==> src/rtl/lpc_defines.sv <==
// Shared encodings for the LPC peripheral target: START codes, cycle types,
// SYNC nibbles, provider request types and the bus-phase state enum.
package lpc_defines;

  localparam logic [3:0] START_LPC = 4'b0000;
  localparam logic [3:0] START_TPM = 4'b0101;

  // cyctype[3:2]; cyctype[1] is the direction (1 = write)
  localparam logic [1:0] CT_IO  = 2'b00;
  localparam logic [1:0] CT_MEM = 2'b01;

  localparam logic [3:0] SYNC_READY = 4'b0000;
  localparam logic [3:0] SYNC_LWAIT = 4'b0110;
  localparam logic [3:0] SYNC_ERR   = 4'b1010;
  localparam logic [3:0] LAD_TAR    = 4'b1111;

  localparam logic [1:0] RT_IO  = 2'b00;
  localparam logic [1:0] RT_TPM = 2'b01;
  localparam logic [1:0] RT_MEM = 2'b10;

  typedef enum logic [3:0] {
    ST_IDLE,
    ST_START,
    ST_ADDR,
    ST_WDATA,
    ST_TAR1,
    ST_TAR2,
    ST_SYNC,
    ST_RDATA,
    ST_FTAR
  } lpc_state_e;

  function automatic logic valid_start(input logic [3:0] code);
    return (code == START_LPC) || (code == START_TPM);
  endfunction

endpackage

==> src/rtl/lpc_wait_timer.sv <==
// SYNC wait timer: counts enabled clocks since the last clear. expire_o is
// raised on the enabled clock that brings the count to MAX_WAIT, so the
// caller can switch to error SYNC on the following clock.
module lpc_wait_timer #(
  parameter int unsigned MAX_WAIT = 64
) (
  input  logic clk_i,
  input  logic rst_i,
  input  logic clr_i,
  input  logic en_i,
  output logic expire_o
);

  localparam int unsigned CW = (MAX_WAIT > 0) ? $clog2(MAX_WAIT + 1) : 1;
  localparam logic [CW-1:0] LAST = CW'((MAX_WAIT > 0) ? (MAX_WAIT - 1) : 0);

  logic [CW-1:0] cnt_q, cnt_d;

  // next count: clear wins, otherwise saturating increment while enabled
  always_comb begin
    cnt_d = cnt_q;
    if (clr_i) begin
      cnt_d = '0;
    end else if (en_i && (cnt_q != '1)) begin
      cnt_d = cnt_q + CW'(1);
    end
  end

  // count register
  always_ff @(posedge clk_i) begin
    if (rst_i) begin
      cnt_q <= '0;
    end else begin
      cnt_q <= cnt_d;
    end
  end

  if (MAX_WAIT == 0) begin : g_never
    assign expire_o = 1'b0;
  end else begin : g_expire
    assign expire_o = en_i && !clr_i && (cnt_q == LAST);
  end

endmodule

==> src/rtl/lpc_periph_mc.sv <==
// LPC peripheral target: decodes I/O, TPM and optional memory cycles,
// forwards claimed byte accesses to a provider over req/ack, and answers
// with registered LAD drive including long-wait, error SYNC and timeout.
//
// state    | meaning
// ---------+-------------------------------------------------------------
// IDLE     | waiting for LFRAME# with a START code
// START    | START latched; LFRAME# high marks the cyctype nibble
// ADDR     | shifting address nibbles, MSB first
// WDATA    | write data, low nibble then high nibble
// TAR1/2   | host turnaround, LAD released; req_o already raised
// SYNC     | LAD shows a SYNC nibble (long wait, ready or error)
// RDATA    | LAD shows read data, low nibble then high nibble
// FTAR     | LAD shows 1111 before release
module lpc_periph_mc
  import lpc_defines::*;
#(
  parameter bit          IO_EN    = 1'b1,
  parameter bit          TPM_EN   = 1'b1,
  parameter bit          MEM_EN   = 1'b0,
  parameter logic [15:0] IO_BASE  = 16'h0000,
  parameter logic [15:0] IO_MASK  = 16'hFF00,
  parameter logic [31:0] MEM_BASE = 32'hFED4_0000,
  parameter logic [31:0] MEM_MASK = 32'hFFFF_0000,
  parameter int unsigned MAX_WAIT = 64
) (
  input  logic        clk_i,
  input  logic        rst_i,
  input  logic        lframe_i,
  input  logic [3:0]  lad_i,
  output logic [3:0]  lad_o,
  output logic        lad_oe,
  output logic        req_o,
  output logic        req_we_o,
  output logic [1:0]  req_type_o,
  output logic [31:0] req_addr_o,
  output logic [7:0]  req_wdata_o,
  input  logic        req_ack_i,
  input  logic        req_err_i,
  input  logic [7:0]  req_rdata_i,
  output logic        cycle_abort_o,
  output logic        timeout_o
);

  lpc_state_e  state_q, state_d;
  logic [3:0]  start_q, start_d;
  logic        we_q, we_d;
  logic [1:0]  type_q, type_d;
  logic [31:0] addr_q, addr_d;
  logic [2:0]  ncnt_q, ncnt_d;
  logic        hi_q, hi_d;
  logic [7:0]  wdata_q, wdata_d;
  logic        req_q, req_d;
  logic        ack_q, ack_d;
  logic        err_q, err_d;
  logic [7:0]  rdata_q, rdata_d;
  logic [3:0]  lad_o_q, lad_o_d;
  logic        lad_oe_q, lad_oe_d;
  logic        abort_q, abort_d;
  logic        timeout_q, timeout_d;

  logic        tmr_expire;
  logic        ack_evt;
  logic        claimed;

  assign ack_evt = req_q && req_ack_i;
  assign claimed = (state_q != ST_IDLE) && (state_q != ST_START);

  lpc_wait_timer #(.MAX_WAIT(MAX_WAIT)) u_wait_timer (
    .clk_i    (clk_i),
    .rst_i    (rst_i),
    .clr_i    (state_q != ST_SYNC),
    .en_i     ((state_q == ST_SYNC) && (lad_o_q == SYNC_LWAIT)),
    .expire_o (tmr_expire)
  );

  // next-state, provider handshake and next LAD drive
  always_comb begin
    logic [31:0] addr_next;
    logic        hit;
    state_d   = state_q;
    start_d   = start_q;
    we_d      = we_q;
    type_d    = type_q;
    addr_d    = addr_q;
    ncnt_d    = ncnt_q;
    hi_d      = hi_q;
    wdata_d   = wdata_q;
    req_d     = req_q;
    ack_d     = ack_q;
    err_d     = err_q;
    rdata_d   = rdata_q;
    lad_o_d   = 4'h0;
    lad_oe_d  = 1'b0;
    abort_d   = 1'b0;
    timeout_d = 1'b0;
    addr_next = {addr_q[27:0], lad_i};
    hit       = 1'b0;

    // the ack is latched in whichever state it arrives while req_o is high
    if (ack_evt) begin
      req_d   = 1'b0;
      ack_d   = 1'b1;
      err_d   = req_err_i;
      rdata_d = req_err_i ? 8'hFF : req_rdata_i;
    end

    case (state_q)
      ST_IDLE: begin
        if (!lframe_i && valid_start(lad_i)) begin
          state_d = ST_START;
          start_d = lad_i;
        end
      end
      ST_START: begin
        if (!lframe_i) begin
          if (valid_start(lad_i)) start_d = lad_i;
          else                    state_d = ST_IDLE;
        end else begin
          state_d = ST_IDLE;
          if ((IO_EN && start_q == START_LPC && lad_i[3:2] == CT_IO) ||
              (TPM_EN && start_q == START_TPM && lad_i[3:2] == CT_IO) ||
              (MEM_EN && start_q == START_LPC && lad_i[3:2] == CT_MEM)) begin
            state_d = ST_ADDR;
            we_d    = lad_i[1];
            addr_d  = '0;
            wdata_d = '0;
            ack_d   = 1'b0;
            err_d   = 1'b0;
            rdata_d = '0;
            hi_d    = 1'b0;
            if (lad_i[3:2] == CT_MEM) begin
              type_d = RT_MEM;
              ncnt_d = 3'd7;
            end else begin
              type_d = (start_q == START_TPM) ? RT_TPM : RT_IO;
              ncnt_d = 3'd3;
            end
          end
        end
      end
      ST_ADDR: begin
        addr_d = addr_next;
        if (ncnt_q == 3'd0) begin
          if (type_q == RT_IO)       hit = (addr_next[15:0] & IO_MASK) == (IO_BASE & IO_MASK);
          else if (type_q == RT_TPM) hit = 1'b1;
          else                       hit = (addr_next & MEM_MASK) == (MEM_BASE & MEM_MASK);
          if (!hit) begin
            state_d = ST_IDLE;
          end else if (we_q) begin
            state_d = ST_WDATA;
          end else begin
            state_d = ST_TAR1;
            req_d   = 1'b1;
          end
        end else begin
          ncnt_d = ncnt_q - 3'd1;
        end
      end
      ST_WDATA: begin
        if (!hi_q) begin
          wdata_d[3:0] = lad_i;
          hi_d         = 1'b1;
        end else begin
          wdata_d[7:4] = lad_i;
          hi_d         = 1'b0;
          state_d      = ST_TAR1;
          req_d        = 1'b1;
        end
      end
      ST_TAR1: state_d = ST_TAR2;
      ST_TAR2: begin
        state_d  = ST_SYNC;
        lad_oe_d = 1'b1;
        lad_o_d  = ack_d ? (err_d ? SYNC_ERR : SYNC_READY) : SYNC_LWAIT;
      end
      ST_SYNC: begin
        lad_oe_d = 1'b1;
        if (lad_o_q == SYNC_LWAIT) begin
          if (ack_d) begin
            lad_o_d = err_d ? SYNC_ERR : SYNC_READY;
          end else if (tmr_expire) begin
            // dropping req_o tells the provider the access is cancelled
            lad_o_d   = SYNC_ERR;
            timeout_d = 1'b1;
            req_d     = 1'b0;
            ack_d     = 1'b1;
            err_d     = 1'b1;
            rdata_d   = 8'hFF;
          end else begin
            lad_o_d = SYNC_LWAIT;
          end
        end else if (we_q) begin
          state_d = ST_FTAR;
          lad_o_d = LAD_TAR;
        end else begin
          state_d = ST_RDATA;
          lad_o_d = rdata_q[3:0];
          hi_d    = 1'b0;
        end
      end
      ST_RDATA: begin
        lad_oe_d = 1'b1;
        if (!hi_q) begin
          lad_o_d = rdata_q[7:4];
          hi_d    = 1'b1;
        end else begin
          state_d = ST_FTAR;
          lad_o_d = LAD_TAR;
          hi_d    = 1'b0;
        end
      end
      ST_FTAR: state_d = ST_IDLE;
      default: state_d = ST_IDLE;
    endcase

    // LFRAME# during a claimed cycle overrides everything, including an ack
    if (!lframe_i && claimed) begin
      abort_d   = 1'b1;
      req_d     = 1'b0;
      ack_d     = 1'b0;
      err_d     = 1'b0;
      timeout_d = 1'b0;
      lad_oe_d  = 1'b0;
      lad_o_d   = 4'h0;
      hi_d      = 1'b0;
      if (valid_start(lad_i)) begin
        state_d = ST_START;
        start_d = lad_i;
      end else begin
        state_d = ST_IDLE;
      end
    end
  end

  // state and output registers
  always_ff @(posedge clk_i) begin
    if (rst_i) begin
      state_q   <= ST_IDLE;
      start_q   <= '0;
      we_q      <= 1'b0;
      type_q    <= '0;
      addr_q    <= '0;
      ncnt_q    <= '0;
      hi_q      <= 1'b0;
      wdata_q   <= '0;
      req_q     <= 1'b0;
      ack_q     <= 1'b0;
      err_q     <= 1'b0;
      rdata_q   <= '0;
      lad_o_q   <= '0;
      lad_oe_q  <= 1'b0;
      abort_q   <= 1'b0;
      timeout_q <= 1'b0;
    end else begin
      state_q   <= state_d;
      start_q   <= start_d;
      we_q      <= we_d;
      type_q    <= type_d;
      addr_q    <= addr_d;
      ncnt_q    <= ncnt_d;
      hi_q      <= hi_d;
      wdata_q   <= wdata_d;
      req_q     <= req_d;
      ack_q     <= ack_d;
      err_q     <= err_d;
      rdata_q   <= rdata_d;
      lad_o_q   <= lad_o_d;
      lad_oe_q  <= lad_oe_d;
      abort_q   <= abort_d;
      timeout_q <= timeout_d;
    end
  end

  assign lad_o         = lad_o_q;
  assign lad_oe        = lad_oe_q;
  assign req_o         = req_q;
  assign req_we_o      = we_q;
  assign req_type_o    = type_q;
  assign req_addr_o    = addr_q;
  assign req_wdata_o   = wdata_q;
  assign cycle_abort_o = abort_q;
  assign timeout_o     = timeout_q;

endmodule

==> config.mk <==
export PLATFORM = sky130hd
export DESIGN_NAME = lpc_periph_mc
export DESIGN_NICKNAME = d
export VERILOG_FILES = /design/src/rtl/lpc_defines.sv /design/src/rtl/lpc_wait_timer.sv /design/src/rtl/lpc_periph_mc.sv
export SDC_FILE = /design/constraint.sdc
export NUM_CORES = 1
export LEC_CHECK = 0
export ABC_AREA = 1
export CAP_MARGIN = 20
export CORE_ASPECT_RATIO = 0.5
export CORE_MARGIN = 2
export CORE_UTILIZATION = 27
export CTS_CLUSTER_SIZE = 25
export DETAILED_ROUTE_END_ITERATION = 6
export PLACE_DENSITY = 0.59
export SYNTH_ARGS = -nofsm -noshare
export SYNTH_HDL_FRONTEND = slang
export SYNTH_HIERARCHICAL = 1
export SYNTH_SLANG_ARGS = --single-unit
==> constraint.sdc <==
create_clock -name clk_i -period 6.5 [get_ports clk_i]
set_clock_uncertainty 0.15 [all_clocks]
set_input_delay 1.625 -clock clk_i [delete_from_list [all_inputs] [get_ports clk_i]]
set_output_delay 1.625 -clock clk_i [all_outputs]
set_load 0.02 [all_outputs]
# --- Yosys cells after proc, flatten, opt, wreduce, memory -nomap -nowiden ---
# Cells that the tools add are included.
op_classes:
  n_addsub: 2
  mul: 0
  n_div: 0
  magnitude_cmp: 0
  eq_ne: 30
  shift: 0
  n_mux: 86
  bitwise_logic: 2
  reduce_logical: 37
op_table:
  columns: ["operator", "count"]
  rows:
  - ["4-bit two-way mux", 23]
  - ["8-bit two-way mux", 9]
  - ["32-bit two-way mux", 2]
  - ["32-bit one-hot mux with 2 select lines", 1]
  - ["1-bit two-way mux", 33]
  - ["4-bit one-hot mux with 8 select lines", 1]
  - ["8-bit one-hot mux with 2 select lines", 2]
  - ["4-bit by 3-bit equality test with 1-bit output, second input constant", 7]
  - ["3-bit two-way mux", 6]
  - ["16-bit equality test, second input constant", 1]
  - ["16-bit logical NOT", 1]
  - ["2-bit != test, second input constant", 7]
  - ["4-bit logical NOT", 3]
  - ["3-bit != test, second input constant", 4]
  - ["4-bit one-hot mux with 3 select lines", 1]
  - ["4-bit AND reduction", 3]
  - ["1-bit logical AND", 10]
  - ["4-bit by 2-bit equality test with 1-bit output, second input constant", 2]
  - ["4-bit one-hot mux with 2 select lines", 1]
  - ["7-bit by 1-bit adder with 7-bit output, second input constant", 1]
  - ["7-bit by 6-bit equality test with 1-bit output, second input constant", 1]
  - ["7-bit != test, second input constant", 1]
  - ["1-bit one-hot mux with 3 select lines", 2]
  - ["3-bit one-hot mux with 2 select lines", 1]
  - ["23 further kinds", 34]
totals:
  reg_bits: 80
  latch_bits: 0
  ramBits: 0
  rom_bits: 0
  in_bits: 17
  output_inout_bits: 51
  word_cells: 175
  mem_count: 0

# --- Depth between registers and ports, before layout ---
depth:
  depth_word: 9
  mapped_depth: 13

# --- Modules after synthesis ---
# Netlist, hierarchy kept.
by_module_without_submodules:
  columns: ["module", "n_inst", "cells_each", "area_per_inst_um2", "seq_area_each_um2"]
  rows:
  - ["lpc_periph_mc", 1, 445, 3270.6, 1461.4]
  - ["lpc_wait_timer", 1, 53, 375.4, 140.1]

# --- Worst setup path before layout ---
# OpenSTA, ideal clock, no wires.
synth_timing:
  path_type: "input-to-reg"
  startpoint: "in lad_i[3]"
  endpoint: "reg hi_q"
  setup_ns: 0.126
  t_arrival_ns: 2.402
  slack_ns: 3.823
  path_stages: 7
  n_path_buf: 1
  path_cell_list: "nor2_1 nand3_1 nand2_1 buf_4 nand3_1 o21ai_1 a21oi_1"
synth_via:
  elab_chain_len: 5
  elab_cells_between_ends: 6
synth_lines:
  columns: ["item", "line_no", "text"]
  rows:
  - ["from (decl)", "lpc_periph_mc.sv:30", "input logic [3:0] lad_i,"]
  - ["2-bit logical NOT *", "lpc_periph_mc.sv:121, lpc_periph_mc.sv:122", null]
  - ["1-bit logical AND (on tied branches)", "lpc_periph_mc.sv:121, lpc_periph_mc.sv:122", null]
  - ["1-bit logical OR *", "lpc_periph_mc.sv:121", "if ((IO_EN && start_q == START_LPC && lad_i[3:2] == CT_IO) ||"]
  - ["2-bit != test (no source line) *", null, null]
  - ["5-bit AND reduction (no source line) *", null, null]
  - ["to (signal assigned)", "lpc_periph_mc.sv:262", "hi_q <= hi_d;"]
  - ["to (decl)", "lpc_periph_mc.sv:51", "logic hi_q, hi_d;"]
# Every way passes the cells marked *; elsewhere a longest branch is shown, timed or not.
# A chain may end at the register's enable or synchronous reset.

# --- Worst setup path in the final report ---
layout_timing:
  startpoint: "reg we_q, in the netlist req_we_o"
  endpoint: "out req_we_o"
layout_rtl:
  columns: ["item", "line_no", "text"]
  rows:
  - ["from (decl)", "lpc_periph_mc.sv:47", "logic we_q, we_d;"]
  - ["from (signal assigned)", "lpc_periph_mc.sv:258", "we_q <= we_d;"]
  - ["to (decl)", "lpc_periph_mc.sv:34", "output logic req_we_o,"]
# No word-level cell between the ends.

==> run summary <==
DRT iter0 DRCs -> 251
Vias -> 3439
Netlist cell types -> 40
Largest stage delay, worst path -> 0.68 ns
Min-delay src -> start_q[3]
Avg WL per Cell -> 13.22 um
Hold Crit Endpoint -> start_q[3]
Gr ovfl total -> 0
Post-synthesis cell count -> 498
Worst skew pair latency -> 0.34 ns
TritonCTS buffer count -> 9
Slowest cell on crit path -> clkdlybuf4s50_1
Synth async-reset ratio -> 0
Clk root buf -> clkbuf_16
Post-synth top flop -> dfxtp_1
Vias in the first global route -> 3101
CP arrival -> 1.52 ns
Reg2reg setup slack -> 3.94 ns
Core box area -> 12920 um2
Avg Synthesized Cell Area -> 7.321 um2
GRT Resource Usage Total -> 0.1372
Pin slew with the least headroom to its limit -> 1.045 ns
Critical Path, Cell by Cell -> clkdlybuf4s50_1
Reg2reg path depth -> 11
Number of synthesized flops with an enable pin -> 0
Gr busiest metal -> met2
Most common cell after layout, fill and taps aside -> nand2_1
Hold violation count in the final report -> 0
Critical path buffer and inverter count -> 1
Row count -> 29
Max Cap Viol -> 0
Placer congestion estimate -> 0.8440
Area Overhead vs Synth -> 29.34%
Post_cts resized -> 0
Pleak -> 1.691 nW
Pins Over Slew Limit -> 0
Period utilization -> 0.5064
CP Capture Type -> output port
Post-CTS Hold Fix Bufs -> 0
Nets -> 581
Setup violators final -> 0
Post-CTS setup buffer count -> 0
Worst hold stages -> 2
Post-Syn Nets -> 518
Unrepaired setup endpoints after global routing -> no
Power Total -> 1.047 mW
Mapped cell area -> 3646 um2
Share of cells above drive strength 1 -> 0.09541
Crit path max fanout -> 8
Delay-heaviest family, CP -> buffers and inverters
Vias/cell -> 4.673
Port bufs -> 67
TNS Setup -> 0 ns
Final min period -> 3.292 ns
First-pass GRT wire length -> 15.91 mm
Worst Hold Class -> register to register
Met1 Resource Use GR -> 0.1948
CTS max path bufs -> 2
WL final -> 9.727 mm
Die Y -> 86.17 um
Worst R2R Start -> lad_o[3]
Reg2reg end -> lad_o[3]
Initial Util -> 0.2823
Clk slew on worst S/H paths -> 0.06 ns
Largest net degree at the start of global routing -> 56
Die Span X -> 168.3 um
1st-pass router iterations -> 4
Remaining antenna violation count -> 0
Worst vdd ir -> 0.0001046 V
Highest Clock Rate -> 303.8 MHz
Initial antenna violation count -> 0
Power Density -> 221.9 nW/um2
Io pins -> 68
Die Area -> 14510 um2
Most frequent cells in the layout -> nand2_1 (134), dfxtp_1 (80), a21oi_1 (67)
Clock sink count -> 80
Critical path launch point -> req_we_o
Relative slew margins -> 0.3031
M3 GR Usage -> 0.03516
CP Launch Type -> register
Synth warn -> 6
CTS H-tree depth -> 3
GR Layer Usage met2 -> 0.2035
Post-synthesis sequential area ratio -> 0.4393
Critical path class -> register to output port
Worst Path Required -> 4.72 ns
Antenna diodes -> 0
CTS tree -> done
Post-synthesis register bit count -> 80
Drt drc -> 0
Hpwl dp -> 6.842 mm
Outcome -> finished, final reports clean
[worst max path at each step]
| stage | endpoint | cells past startpoint |
|---|---|---|
| 5_1_grt | req_addr_o[27] | 7 |
| 4_1_cts | req_we_o | 1 |
| 6_report | req_we_o | 1 |
| 3_3_place_gp | req_addr_o[1] | 7 |
| 3_5_place_dp | req_addr_o[1] | 7 |
| 2_1_floorplan | hi_q | 7 |
[per-stage QoR]
step	cell area [um2]	util	hold WS (ns)	setup WS (ns)	instances
floorplan	3646	-	0.2690	3.823	498
global placement	4429	0.3429	0.2825	2.868	720
detailed placement	4429	0.3429	0.2846	2.864	720
CTS	4716	0.3651	0.2974	3.198	736
global route	4716	0.3651	0.3120	3.036	736
finish	4716	0.3651	0.2983	3.208	736
[sequential cells by signal, indices dropped and copies added (netlist names), 2 cells and up]
name,flops
req_addr_o,32
rdata_q,8
req_wdata_o,8
u_wait_timer/cnt_q,7
lad_o,4
start_q,4
state_q,4
ncnt_q,3
req_type_o,2
[metal layers]
layer | up-vias | wire [um]
met5 | - | 0
met4 | 0 | 114
met3 | 8 | 462
met2 | 78 | 4095
met1 | 1585 | 5055
li1 | 1768 | -
[power by group]
group | switching, mW | internal, mW | total (mW)
logic | 0.0399 | 0.0206 | 0.0606
clock network | 0.224 | 0.266 | 0.490
registers | 0.00376 | 0.492 | 0.496
total | 0.268 | 0.779 | 1.05
[cell usage after synthesis (2+ instances only)]
cell type    n  area share
buf_6        4       0.012
dfxtp_1     80        0.44
nand3_4      2      0.0096
nor3_1       4      0.0055
nand2_2      7       0.012
a211oi_1     2      0.0041
o311ai_0     2      0.0048
nand3_2      3      0.0082
nor2_4       6       0.019
clkbuf_1     6      0.0062
o21ai_0     16       0.022
inv_2        8      0.0082
inv_1       39       0.040
nand4_1     14       0.024
ha_1         3       0.010
o22ai_1      9       0.015
nand2_4      2      0.0062
nor2_1      44       0.045
buf_2        4      0.0055
a21oi_1     67       0.092
nand3_1     19       0.026
nor2_2       4      0.0069
nand3b_1     3      0.0062
nand2_1    134        0.14
[logic make-up after synthesis]
| group | count (synthesis) | share of synthesized area |
|---|---|---|
| buffers and inverters | 64 | 0.07687 |
| xor gates and xnor gates | 1 | 0.002403 |
| and+or+nand+nor | 244 | 0.3099 |
| adders and majority gates | 3 | 0.01030 |
| AOI/OAI and AO/OA | 106 | 0.1613 |
| DFF | 80 | 0.4393 |
[cell type report]
class,count,area (um2)
Inverter,49,185.2
Sequential cell,80,1602
Fill cell,1361,8202
Tap cell,170,212.7
Clock inverter,7,61.31
Multi-Input combinational cell,354,1764
Timing Repair Buffer,67,665.6
Clock buffer,9,225.2
Note: power is estimated with default switching activity, not from simulation.
==> RTL change 1 (same flow settings) <==
Change the parameter `IO_EN` from 1'b1 to 1'b0.
--- a/src/rtl/lpc_periph_mc.sv
+++ b/src/rtl/lpc_periph_mc.sv
@@ -17,3 +17,3 @@
 #(
-  parameter bit          IO_EN    = 1'b1,
+  parameter bit          IO_EN    = 1'b0,
   parameter bit          TPM_EN   = 1'b1,
Function: changed (Yosys sat finds a counterexample within 4 cycles, from zero or initial values and one cycle with rst_i high).
==> RTL change 1 against the original RTL <==
Critical path depth up 6. Routed wire length down 0.74%. Area after synthesis up 0.51%. Cell area up 0.96%. Sequential cell count unchanged. Hold slack worse by 0.0089 ns. Die area up 0.49%. Worst setup slack worse by 0.061 ns. Power down 0.11%. Critical path type is now input port to flop. Critical endpoint is now req_addr_o[18].
==> RTL change 1: results (changes against the original RTL) <==
[critical_path]
slowest_stage = o22ai_4
arrival_ns = 3.47  ; +1.95 ns
reg2reg_from = state_q[1]
crit_family = compound AO/OA/AOI/OAI gates
max_stage_delay_ns = 0.64  ; -0.04 ns
critPathMaxFanout = 32  ; +24
crit_start = lad_i[3]

[clock_tree]
cts_post_setup_buffers_inserted = 0  ; unchanged
cts_max_path_buffers = 2  ; unchanged
cts_inserted_buffers = 9  ; unchanged
cts_resized = 0  ; unchanged
clockRootBuffer = clkbuf_16
insertion_delay_ns = 0.33
h-tree-depth = 3  ; unchanged
clk_pin_slew_ns = 0.06  ; about the same

[synth]
ys_types = 39  ; -2.5%
synth_mux_area_share_pct = 0  ; unchanged
synthAdderAreaFrac_pct = 1.024  ; -0.0053 points
synth_compound_area_share_pct = 16.97  ; +0.84 points
synth_top_family_by_area = simple AND/OR/NAND/NOR gates
ys_seq_area_share_pct = 43.70  ; -0.22 points
ys_top_cells_by_count = nand2_1 (143), dfxtp_1 (80), a21oi_1 (65)
syn-num-nets = 527  ; +1.7%
synthTopCellsByArea = dfxtp_1 (44%), nand2_1 (15%), a21oi_1 (8.9%), nor2_1 (5.1%), inv_1 (4.8%)
synthXorXnorAreaFrac_pct = 0.2390  ; -0.0012 points
ys_warn_count = 6  ; unchanged
async_reset_ff_share_pct = 0  ; unchanged

[finish]
drive_gt1_share_pct = 9.359  ; -0.18 points
fillCellCount = 1399  ; +2.8%
largest_reg_flops = 32  ; unchanged
layout.nets = 592  ; +1.9%
antenna_cells = 0  ; unchanged

[routing]
first_pass_iters = 4  ; unchanged
vias_per_cell = 4.552  ; -2.6%
wirelength_mm = 9.655  ; -0.74%
drt_iter0_drc = 234  ; -6.8%

[pwr]
ir_drop_v = 0.0001438  ; +37%
p_leak_nw = 1.757  ; +3.9%

[run_status]
outcome = complete, no violations

[grt]
grt_pass1_wl_mm = 16.04  ; +0.78%
grt_usage_pct = 13.56  ; -0.16 points
grt_pass1_vias = 3181  ; +2.6%
antenna_found_initial = 0  ; unchanged
grt_max_degree = 54  ; -3.6%

[worst_hold_path]
hold_start = ncnt_q[0]
hold_path.class = flop to flop

[place]
place_congestion = 0.8285  ; -1.8%
place_ws_ns = 2.793  ; -0.07050 ns
dp_hpwl_mm = 6.793  ; -0.71%
io_buffers = 67  ; unchanged

[sta]
relSlewSlack_pct = 40.73  ; +10 points

-- RTL change 1: power by group --
| part | switching [W] | internal (W) |
|---|---|---|
| logic | 0.0000430 | 0.0000234 |
| clock network | 0.000201 | 0.000281 |
| registers | 0.00000245 | 0.000494 |
-- RTL change 1: stage by stage --
| stage | util (%) | std cells | total power [W] | instance area, um^2 | hold slack, ns |
|---|---|---|---|---|---|
| 2_1_floorplan | - | 507 | 0.0005527 | 3665 | 0.2528 |
| 3_3_place_gp | 33.36 | 737 | 0.0005725 | 4471 | 0.2650 |
| 3_5_place_dp | 33.36 | 737 | 0.0005733 | 4471 | 0.2846 |
| 4_1_cts | 35.53 | 753 | 0.001061 | 4761 | 0.2930 |
| 5_1_grt | 35.53 | 753 | 0.001087 | 4761 | 0.3206 |
| 6_report | 35.53 | 753 | 0.001045 | 4761 | 0.2894 |
-- RTL change 1: area by class of cell --
class	count	share of cell area, %
multi-input cells	359	37.21
flip-flops and latches	80	33.64
repair buffers	68	14.14
clock buffers	11	5.309
well taps	176	4.625
inverters	54	4.284
clock inverters	5	0.7884
-- RTL change 1: cell families after synthesis --
group / Yosys count
AOI/OAI and AO/OA: 108
buffers and inverters: 68
xor gates and xnor gates: 1
adders and majority gates: 3
and+or+nand+nor: 247
DFF: 80
-- RTL change 1: routing by layer --
layer	up-vias	global-route usage (%)	share of wire [%]
met5	-	0	0
met4	0	3.918	0.47
met3	8	3.744	4.7
met2	70	20.60	43
met1	1573	18.87	51
li1	1777	-	-
-- RTL change 1: path summary, 6_finish.rpt --
kind                     to  slack [ns]  cells after the start
max          req_addr_o[18]        3.15                      7
max reg2reg        lad_o[3]        3.73                     12
min               ncnt_q[0]        0.29                      1
min reg2reg       ncnt_q[0]        0.29                      1
==> RTL change 2 (same settings) <==
Without the edit above. Take the reset off `addr_q`, `wdata_q` and `rdata_q` and load them in a clocked block of their own.
--- a/src/rtl/lpc_periph_mc.sv
+++ b/src/rtl/lpc_periph_mc.sv
@@ -242,6 +242,4 @@
       type_q    <= '0;
-      addr_q    <= '0;
       ncnt_q    <= '0;
       hi_q      <= 1'b0;
-      wdata_q   <= '0;
       req_q     <= 1'b0;
@@ -249,3 +247,2 @@
       err_q     <= 1'b0;
-      rdata_q   <= '0;
       lad_o_q   <= '0;
@@ -259,6 +256,4 @@
       type_q    <= type_d;
-      addr_q    <= addr_d;
       ncnt_q    <= ncnt_d;
       hi_q      <= hi_d;
-      wdata_q   <= wdata_d;
       req_q     <= req_d;
@@ -266,3 +261,2 @@
       err_q     <= err_d;
-      rdata_q   <= rdata_d;
       lad_o_q   <= lad_o_d;
@@ -272,2 +266,8 @@
     end
+  end
+
+  always_ff @(posedge clk_i) begin
+    addr_q  <= addr_d;
+    wdata_q <= wdata_d;
+    rdata_q <= rdata_d;
   end
Behaviour: differs if rst_i is asserted again (counterexample within 4 cycles, from zero or initial values and one cycle with rst_i high); with rst_i held inactive, the same outputs for 4 cycles.
==> RTL change 2 against the original RTL <==
Sequential cell count unchanged. Sequential share of layout area increased by 7.5 points. Count of clock-buffer cells in the layout stayed put. Maximum frequency is 18% lower. Sequential power up 14%. Worst setup slack got worse by 0.71 ns. Power rose by 12%. Cell area increased by 2.5%. Area after synthesis rose by 0.41%. Routed wire length down 11%. Largest power group unchanged. Highest routed layer unchanged.
==> RTL change 2: results (changes against the original RTL) <==
[place]
post_dp_cell_area_um2 = 4536  ; +2.4%
place_inst = 672  ; -6.7%
dp_hpwl_mm = 6.368  ; -6.9%

[critical_path]
arrival_ns = 3.83  ; +2.31 ns
slowest_stage = nor2_1
crit_start = lad_i[2]
crit_family = simple AND/OR/NAND/NOR gates
r2r_slack_ns = 3.69  ; -0.25 ns

[finish]
layout.nets = 527  ; -9.3%
fillCellCount = 1357  ; -0.29%
drive_gt1_share_pct = 8.203  ; -1.3 points

[pwr]
ir_drop_v = 0.0001495  ; +43%
p_int_w = 0.0008984  ; +15%
p_leak_nw = 2.038  ; +20%

[synth]
synthAdderAreaFrac_pct = 1.025  ; -0.0042 points
ys_types = 35  ; -13%
synth_cells = 434  ; -13%
syn-num-nets = 454  ; -12%
synth_ff_type = edfxtp_1
ys_seq_area_share_pct = 54.68  ; +11 points
synth_edf_count = 40  ; +40
synthTopCellsByArea = edfxtp_1 (33%), dfxtp_1 (22%), nor2_1 (7.8%), inv_1 (7.5%), nand2_1 (7.2%)
synth_compound_area_share_pct = 10.66  ; -5.5 points
synthXorXnorAreaFrac_pct = 0  ; -0.24 points

[routing]
met2_length_mm = 3.973  ; -3.0%
drt_iter0_drc = 247  ; -1.6%
wl_met1_mm = 4.095  ; -19%
wl_met3_um = 489  ; +5.8%
wirelength_mm = 8.649  ; -11%

[grt]
use_met3_pct = 3.607  ; +0.091 points
use_met2_pct = 19.49  ; -0.87 points
grt_usage_pct = 12.01  ; -1.7 points
grt_pass1_vias = 2841  ; -8.4%

[sta]
holdWs_ns = 0.2954  ; -0.002890 ns

[run_status]
outcome = complete, no violations

RTL change 2: power groups by stage:
stage                     combinational (W)  clock [W]  sequential [W]
final                              0.000113   0.000499        0.000565
after floorplan                   0.0000553          0        0.000584
after global routing               0.000126   0.000527        0.000567
after CTS                          0.000113   0.000509        0.000565
after detailed placement           0.000113          0        0.000576
after global placement             0.000112          0        0.000575
RTL change 2: area by class of cell:
cell class              instances  share of cell area (%)
flip-flops and latches         80                   41.42
multi-input cells             268                   27.39
repair buffers                 71                   14.50
inverters                      77                   5.980
clock buffers                   9                   4.660
well taps                     176                   4.556
clock inverters                 7                   1.501
RTL change 2: worst min path at each step:
stage / start / to
3_5_place_dp: start_q[3] / start_q[3]
2_1_floorplan: start_q[3] / start_q[3]
6_report: start_q[3] / start_q[3]
3_3_place_gp: start_q[3] / start_q[3]
4_1_cts: start_q[3] / start_q[3]
5_1_grt: start_q[3] / start_q[3]
